File: src/rtl/dmem_pkg.sv
// Shared encodings for the data-memory access unit: access sizes, controller states
// and the store byte-lane mask helper.
package dmem_pkg;

  localparam logic [1:0] SIZE_BYTE = 2'b00;
  localparam logic [1:0] SIZE_HALF = 2'b01;
  localparam logic [1:0] SIZE_WORD = 2'b10;
  localparam logic [1:0] SIZE_RSVD = 2'b11;

  typedef enum logic [2:0] {
    IDLE    = 3'd0,
    ISSUE   = 3'd1,
    WAIT    = 3'd2,
    CAPTURE = 3'd3,
    RESP    = 3'd4
  } state_t;

  // Little-endian byte-lane write enables for a store of the given size at byte offset off.
  function automatic logic [3:0] lane_mask(input logic [1:0] size, input logic [1:0] off);
    case (size)
      SIZE_BYTE: lane_mask = 4'b0001 << off;
      SIZE_HALF: lane_mask = 4'b0011 << off;
      SIZE_WORD: lane_mask = 4'b1111;
      default:   lane_mask = 4'b0000;
    endcase
  endfunction

endpackage

File: src/rtl/dmem_load_align.sv
// Load-path aligner: picks the addressed byte/half/word out of a RAM word and
// sign- or zero-extends it to 32 bits.
module dmem_load_align
  import dmem_pkg::*;
(
  input  logic [31:0] rdata_i,
  input  logic [1:0]  off_i,
  input  logic [1:0]  size_i,
  input  logic        unsigned_i,
  output logic [31:0] result_c_o
);

  logic [31:0] shifted;

  assign shifted = rdata_i >> {off_i, 3'b000};

  always_comb begin
    result_c_o = shifted;
    unique case (size_i)
      SIZE_BYTE: result_c_o = {{24{~unsigned_i & shifted[7]}}, shifted[7:0]};
      SIZE_HALF: result_c_o = {{16{~unsigned_i & shifted[15]}}, shifted[15:0]};
      default:   result_c_o = shifted;
    endcase
  end

endmodule

File: src/rtl/dmem_access_unit.sv
// Multi-cycle load/store controller between the execute stage and a synchronous data RAM.
// One request in flight; stores respond in two cycles, loads after the RAM read latency.
module dmem_access_unit
  import dmem_pkg::*;
#(
  parameter int unsigned ADDR_W      = 14,
  parameter int unsigned RAM_LATENCY = 1
) (
  input  logic              clock,
  input  logic              reset,
  input  logic              req_valid,
  output logic              req_ready,
  input  logic              mem_read,
  input  logic              mem_write,
  input  logic [1:0]        size,
  input  logic              load_unsigned,
  input  logic [31:0]       addr,
  input  logic [31:0]       wdata,
  output logic              rsp_valid,
  output logic [31:0]       read_data,
  output logic              err,
  output logic              ram_en,
  output logic [3:0]        ram_we,
  output logic [ADDR_W-1:0] ram_addr,
  output logic [31:0]       ram_wdata,
  input  logic [31:0]       ram_rdata
);

  localparam int unsigned CNT_W     = 2;
  localparam int unsigned WAIT_INIT = (RAM_LATENCY > 1) ? RAM_LATENCY - 2 : 0;

  state_t             state_q;
  logic [1:0]         size_q;
  logic [1:0]         off_q;
  logic               unsigned_q;
  logic               is_load_q;
  logic [CNT_W-1:0]   cnt_q;
  logic               rsp_valid_q;
  logic               err_q;
  logic [31:0]        read_data_q;
  logic               ram_en_q;
  logic [3:0]         ram_we_q;
  logic [ADDR_W-1:0]  ram_addr_q;
  logic [31:0]        ram_wdata_q;

  logic               accept;
  logic               access;
  logic               bad;
  logic [31:0]        wdata_d;
  logic [31:0]        load_result_c;
  logic               unused_addr_hi;

  assign req_ready      = (state_q == IDLE) & ~reset;
  assign accept         = req_valid & req_ready;
  assign access         = mem_read | mem_write;
  // Address bits above the RAM's byte range alias onto it.
  assign unused_addr_hi = ^addr[31:ADDR_W+2];

  always_comb begin
    bad = 1'b0;
    if (mem_read & mem_write)                          bad = 1'b1;
    else if (size == SIZE_RSVD)                        bad = 1'b1;
    else if ((size == SIZE_HALF) && addr[0])           bad = 1'b1;
    else if ((size == SIZE_WORD) && (addr[1:0] != 2'b00)) bad = 1'b1;
  end

  // Narrow stores are replicated across lanes; the lane mask selects the target bytes.
  always_comb begin
    wdata_d = wdata;
    unique case (size)
      SIZE_BYTE: wdata_d = {4{wdata[7:0]}};
      SIZE_HALF: wdata_d = {2{wdata[15:0]}};
      default:   wdata_d = wdata;
    endcase
  end

  dmem_load_align u_align (
    .rdata_i    (ram_rdata),
    .off_i      (off_q),
    .size_i     (size_q),
    .unsigned_i (unsigned_q),
    .result_c_o (load_result_c)
  );

  always_ff @(posedge clock or posedge reset) begin
    if (reset) begin
      state_q     <= IDLE;
      size_q      <= SIZE_BYTE;
      off_q       <= 2'b00;
      unsigned_q  <= 1'b0;
      is_load_q   <= 1'b0;
      cnt_q       <= '0;
      rsp_valid_q <= 1'b0;
      err_q       <= 1'b0;
      read_data_q <= '0;
      ram_en_q    <= 1'b0;
      ram_we_q    <= 4'b0000;
      ram_addr_q  <= '0;
      ram_wdata_q <= '0;
    end else begin
      unique case (state_q)
        IDLE: begin
          if (accept) begin
            size_q     <= size;
            off_q      <= addr[1:0];
            unsigned_q <= load_unsigned;
            is_load_q  <= mem_read;
            if (access && !bad) begin
              state_q     <= ISSUE;
              ram_en_q    <= 1'b1;
              ram_we_q    <= mem_write ? lane_mask(size, addr[1:0]) : 4'b0000;
              ram_addr_q  <= addr[ADDR_W+1:2];
              ram_wdata_q <= wdata_d;
            end else begin
              // Faulty requests and no-ops skip the RAM and respond straight away.
              state_q     <= RESP;
              rsp_valid_q <= 1'b1;
              err_q       <= access & bad;
            end
          end
        end
        ISSUE: begin
          ram_en_q <= 1'b0;
          ram_we_q <= 4'b0000;
          cnt_q    <= CNT_W'(WAIT_INIT);
          if (!is_load_q) begin
            state_q     <= RESP;
            rsp_valid_q <= 1'b1;
          end else if (RAM_LATENCY > 1) begin
            state_q <= WAIT;
          end else begin
            state_q <= CAPTURE;
          end
        end
        WAIT: begin
          if (cnt_q == '0) state_q <= CAPTURE;
          else             cnt_q   <= cnt_q - CNT_W'(1);
        end
        CAPTURE: begin
          read_data_q <= load_result_c;
          rsp_valid_q <= 1'b1;
          state_q     <= RESP;
        end
        RESP: begin
          rsp_valid_q <= 1'b0;
          err_q       <= 1'b0;
          state_q     <= IDLE;
        end
        default: state_q <= IDLE;
      endcase
    end
  end

  assign rsp_valid = rsp_valid_q;
  assign err       = err_q;
  assign read_data = read_data_q;
  assign ram_en    = ram_en_q;
  assign ram_we    = ram_we_q;
  assign ram_addr  = ram_addr_q;
  assign ram_wdata = ram_wdata_q;

endmodule
File: config.mk
export PLATFORM = sky130hd
export DESIGN_NAME = dmem_access_unit
export DESIGN_NICKNAME = d
export VERILOG_FILES = /design/src/rtl/dmem_pkg.sv /design/src/rtl/dmem_load_align.sv /design/src/rtl/dmem_access_unit.sv
export SDC_FILE = /design/constraint.sdc
export NUM_CORES = 1
export LEC_CHECK = 0
export CAP_MARGIN = 20
export CORE_ASPECT_RATIO = 1.4
export CORE_UTILIZATION = 30
export DETAILED_ROUTE_END_ITERATION = 10
export GPL_ROUTABILITY_DRIVEN = 1
export GPL_TIMING_DRIVEN = 1
export PLACE_DENSITY = 0.62
export SKIP_LAST_GASP = 1
export SYNTH_ARGS = -nofsm -noshare
export SYNTH_HDL_FRONTEND = slang
export SYNTH_HIERARCHICAL = 1
export SYNTH_SLANG_ARGS = --single-unit
File: constraint.sdc
create_clock -name clock -period 2.6 [get_ports clock]
set_input_delay 0.26 -clock clock [delete_from_list [all_inputs] [get_ports clock]]
set_output_delay 0.26 -clock clock [all_outputs]
set_load 0.01 [all_outputs]
==> flow_summary.ini <==
[clocking]
htree_levels = 3
clk_pin_slew_ps = 70
clockRootBuffer = clkbuf_16
cts-resized-gates = 0
clockBufferDepth = 2
postCtsSetupRepairBufs = 0
numCtsBuffers = 9
cts_tree = built
cts_hold_buf = 0
clkLatencyLatePin_ps = 340
cts.sinks = 96

[worst_hold_path]
holdPathEnd = ram_wdata[12]
holdPathStages = 2
hp-start = ram_wdata[12]
hp-class = flip-flop to flip-flop

[timing]
rsz0062_at_grt = no
drv_slew = 0
finalSetupViolCount = 0
clock.fmax_mhz = 464
fin_crit_sh_pct = 82.9
max_slew_margin_pct = 30.9
skew_ps = 6.73
min_period_ps = 2150
finalHoldViolCount = 0
tns_ps = 0
worst_pin_slew_ps = 1030

[worst_setup_path]
crit_path_start_kind = flip-flop
r2r-start = state_q[1]
crit_type = flip-flop to primary output
critPathLaunch = state_q[1]
arrival_ps = 1890
cp_max_fo = 10
r2r-end = ram_we[2]
end_kind = primary output
worstPathRequired_ps = 2340
reg2reg_depth = 5
r2r_slack_ps = 690

[power]
p_per_area_nw_per_um2 = 1070
leakagePower_nw = 3.08
vdd_ir_drop_max_mv = 0.615

[place]
hpwl_um = 10200
portBuffers = 173
gp_congestion = 0.779
place_area_um2 = 6890
post-place-cells = 790

[grt]
grt_overflow = 0
grt_antenna_before_repair = 0
grt_use_total_pct = 16.3
grt_pass1_vias = 4354
grt_max_degree = 97
grt_pass1_wl_um = 22300

[finish]
drive_gt1_share_pct = 17.2
nets = 707
area_growth_pct = 44.5
n_antenna_cell = 0
finalNonFillerCells = 805
fin_util_pct = 44.4
final_area_um2 = 7190
layout_commonest_cell = clkdlybuf4s50_1
layout_common_cells = clkdlybuf4s50_1 (173), dfrtp_1 (96), a21oi_1 (42), mux2i_1 (40), mux2_2 (37)
nFillCells = 1513

[die]
die_w_um = 111
dieArea_um2 = 17100
die_y_um = 154
initial_core_util_pct = 30.8
ios = 190
core_um2 = 16200
row_count = 55

[route]
num_vias = 3984
routed_wl_um = 13800
drt-pass1-iter-count = 4
wl_per_cell_um = 17.1
ant_nets = 0
drc_errors = 0
vias_per_cell = 4.95
first_iter_violations = 209

[yosys]
async_reset_ff_share_pct = 100
synth.top_cell.area_share_pct = 48.3
yosys_most_used_dff = dfrtp_1
netlist_area_um2 = 4970
synth_area_leader_cell = dfrtp_1
syn_area_per_cell_um2 = 11.3
yosysWarnings = 6
syn_nets = 544
syn_inst = 439
ys_types = 44
synth_seq_cells = 96
yosysSeqAreaShare_pct = 48.3
synth_edf_count = 0
ys_top_cells_by_area = dfrtp_1 (48%), mux2_2 (8.4%), mux2i_1 (8.1%)

[job]
cap_violations = 0

[run_status]
status = finished clean
## final cells by class
class,instances,area (um2),area share (%)
Timing Repair Buffer,183,1830,25.5
Clock buffer,10,239,3.32
Sequential cell,96,2400,33.4
Inverter,9,37.5,0.522
Tap cell,199,249,3.46
Clock inverter,5,57.6,0.801
Multi-Input combinational cell,303,2370,33.0
## worst max-delay path: stages (launching register included)
cell             delay, ps
dfrtp_1                510
nor4_4                 440
clkdlybuf4s50_1        610
## where the power goes
group | switching, W | leakage, nW | internal, W | total (W)
Sequential | 0.000433 | 1.20 | 0.00213 | 0.00257
Combinational | 0.00166 | 1.74 | 0.00209 | 0.00375
Clock | 0.000584 | 0.137 | 0.000766 | 0.00135
Total | 0.00267 | 3.08 | 0.00499 | 0.00767
## metrics by stage
stage	hold WS (ps)	setup slack (ps)	total power, W
finish	483	446	0.00767
global route	515	367	0.00815
CTS	486	422	0.00776
detailed placement	470	358	0.00636
global placement	464	400	0.00630
floorplan	409	22.5	0.00459
## cell usage after synthesis, types with 2 or more instances
cell type and n:
a211oi_1 8, nand2_1 33, o22ai_1 8, buf_4 2
or3_1 2, buf_6 4, mux2_2 37, buf_1 2
xnor2_1 2, inv_1 8, mux2_4 23, dfrtp_1 96
nand2b_1 2, a21o_1 2, nor2b_1 10, or2_2 10
o2bb2ai_1 12, nor4_1 2, buf_2 10, o21ai_0 33
nor2_1 16, a21oi_1 42, nor3_1 3, mux2i_1 40
clkbuf_1 13
## kinds of logic (layout without fill, tap and decap cells)
kind of cell,count (synthesis),in the layout,share of synthesized area [%]
AO/OA/AOI/OAI,113,113,14.7
XOR/XNOR,3,3,0.528
buffers and inverters,40,207,4.03
flip-flops,96,96,48.3
multiplexers,101,101,23.6
adder cells (fa/ha/maj),1,1,0.252
AND/OR/NAND/NOR,85,85,8.63
## registers in the layout (all words and copies together) (netlist names)
name,flops
cnt_q,2
err,1
is_load_q,1
off_q,2
ram_addr,14
ram_en,1
ram_wdata,32
ram_we,4
read_data,32
rsp_valid,1
size_q,2
state_q,3
unsigned_q,1
## worst max-delay path by stage
| stage | to | slack (ps) | depth (start not counted) |
|---|---|---|---|
| after detailed placement | ram_we[2] | 360 | 6 |
| after floorplan | ram_we[3] | 20 | 4 |
| final | req_ready | 450 | 2 |
| after CTS | req_ready | 420 | 2 |
| after global routing | req_ready | 370 | 2 |
| after global placement | ram_we[0] | 400 | 6 |
## routing by layer
metal / track usage, % / share of wire, % / vias up
met1: 17.8 / 40 / 1930
li1: - / - / 1887
met5: 0 / 0 / -
met3: 5.84 / 8.0 / 16
met4: 5.02 / 1.6 / 0
met2: 29.4 / 50 / 151
Note: power is estimated with default switching activity, not from simulation.
==> variant: new RTL, config.mk and constraints unchanged <==
The parameter `ADDR_W` goes from 14 to 13.
--- a/src/rtl/dmem_access_unit.sv
+++ b/src/rtl/dmem_access_unit.sv
@@ -5,3 +5,3 @@
 #(
-  parameter int unsigned ADDR_W      = 14,
+  parameter int unsigned ADDR_W      = 13,
   parameter int unsigned RAM_LATENCY = 1
Ports: changed (resized ram_addr); port bits go from 190 to 189. No check against the original RTL was run, so the function may have changed too.
==> variant against the original RTL <==
- power shrank 0.35%
- register-to-register slack got worse by 0.04 ns
- die area shrank 3.0%
- setup slack worse by 0.045 ns
- sequential cell count fell by 1
- first-iteration DRC count is 22% higher
- area after synthesis fell by 3.1%
- cell area decreased by 1.9%
- utilization is 0.51 points higher
- wire length grew 1.7%
- highest routed layer unchanged
==> variant: results (changes against the original RTL) <==
Run status
  – Outcome: complete, no violations

Worst setup path
  – Arr. time, crit path: 1.94 ns (+0.05 ns)
  – CP Max Fanout: 11 (+1)

Route
  – Routed wire per std cell: 17.6 um (+2.5%)
  – Vias/cell: 5.02 (+1.5%)
  – Initial DRC count: 256 (+22%)

Finish
  – Share of cells above drive strength 1: 13.9% (-3.2 points)
  – Final nets: 703 (-0.57%)

Placed design
  – Global placer's final weighted congestion: 0.795 (+2.0%)
  – HPWL after DPL: 10800 um (+5.4%)
  – DP Cell Count: 783 (-0.89%)
  – IO buf count: 171 (-1.2%)

Global routing
  – Pin count of the biggest net entering global routing: 70 (-28%)
  – GRT met1 Usage: 18.0% (+0.23 points)
  – Met2 usage in global routing: 29.9% (+0.49 points)
  – GRT Overall Usage: 17.0% (+0.67 points)
  – Vias in the first global route: 4120 (-5.4%)
  – First-pass GRT wire length: 21500 um (-4.0%)
  – GRT met3 Usage: 5.58% (-0.26 points)

Yosys
  – Syn Nets: 539 (-0.92%)
  – Synth area leaders: dfrtp_1 49%, mux2_2 8.9%, mux2i_1 8.7%
  – Ys Warns: 6 (unchanged)
  – Commonest cells in the netlist: 95 x dfrtp_1, 42 x mux2i_1, 38 x a21oi_1, 38 x mux2_2, 34 x o21ai_0

Pwr
  – Switching pwr: 0.00274 W (+2.4%)
  – Leakage: 2.98 nW (-3.1%)
  – Maximum vdd drop: 518 uV (-16%)

Hold path
  – Hold WC Path Type: primary input to asynchronous set/reset pin

Timing
  – Slew Limit Headroom: 39.0% (+8.1 points)
  – Fin Clk Skew: 0.00820 ns (+0.00147 ns)
## variant: routing by layer
| metal | vias to the layer above | part of all wire, % | wire (um) |
|---|---|---|---|
| li1 | 1892 | - | - |
| met1 | 1936 | 37 | 5200 |
| met2 | 166 | 51 | 7120 |
| met3 | 20 | 9.6 | 1340 |
| met4 | 0 | 2.6 | 360 |
| met5 | - | 0 | 0 |
## variant: cell type report
type	count	share of cell area (%)
tap	196	3.48
clock inverter	5	0.568
timing repair buffer	182	25.8
multi-input combinational	302	32.3
sequential	95	33.7
inverter	8	0.479
clock buffer	11	3.59
## variant: path summary, 6_finish.rpt
check / end / slack [ns] / cells after the start
worst max-delay path: req_ready / 0.40 / 2
worst min-delay path: ram_wdata[11] / 0.38 / 2
worst max register to register: ram_addr[3] / 0.65 / 4
worst min register to register: ram_wdata[27] / 0.48 / 2
max in group asynchronous: read_data[22] / 1.59 / 3
min in group clock: ram_wdata[27] / 0.48 / 2
## variant: cell families after synthesis
logic type               count (synthesis)  synth area share [%]
AO/OA/AOI/OAI                          107                  14.0
XOR/XNOR                                 2                 0.363
adder cells (fa/ha/maj)                  1                 0.259
buffers and inverters                   37                  3.63
flip-flops                              95                  49.3
multiplexers                           103                  23.1
AND/OR/NAND/NOR                         89                  9.27
## variant: metrics by stage
step	total power, W	setup slack [ns]	cell area, um2	util [%]
3_3_place_gp	0.00632	0.352	6760	43.1
5_1_grt	0.00816	0.331	7050	45.0
4_1_cts	0.00775	0.371	7050	45.0
2_1_floorplan	0.00455	0.827	4820	-
3_5_place_dp	0.00641	0.267	6760	43.1
6_report	0.00764	0.400	7050	45.0
## variant: critical path, delay by kind of cell, from the launching register on
family / cells / cell delay (ns)
buffers and inverters: 1 / 0.62
flip-flops: 1 / 0.52
AND/OR/NAND/NOR: 1 / 0.47
## variant: power by group through the flow
stage / Sequential, W / Combinational [W] / Clock (W)
after detailed placement: 0.00263 / 0.00378 / 0
after CTS: 0.00261 / 0.00379 / 0.00134
after global placement: 0.00259 / 0.00372 / 0
final: 0.00260 / 0.00375 / 0.00129
after global routing: 0.00270 / 0.00405 / 0.00140
after floorplan: 0.00280 / 0.00175 / 0
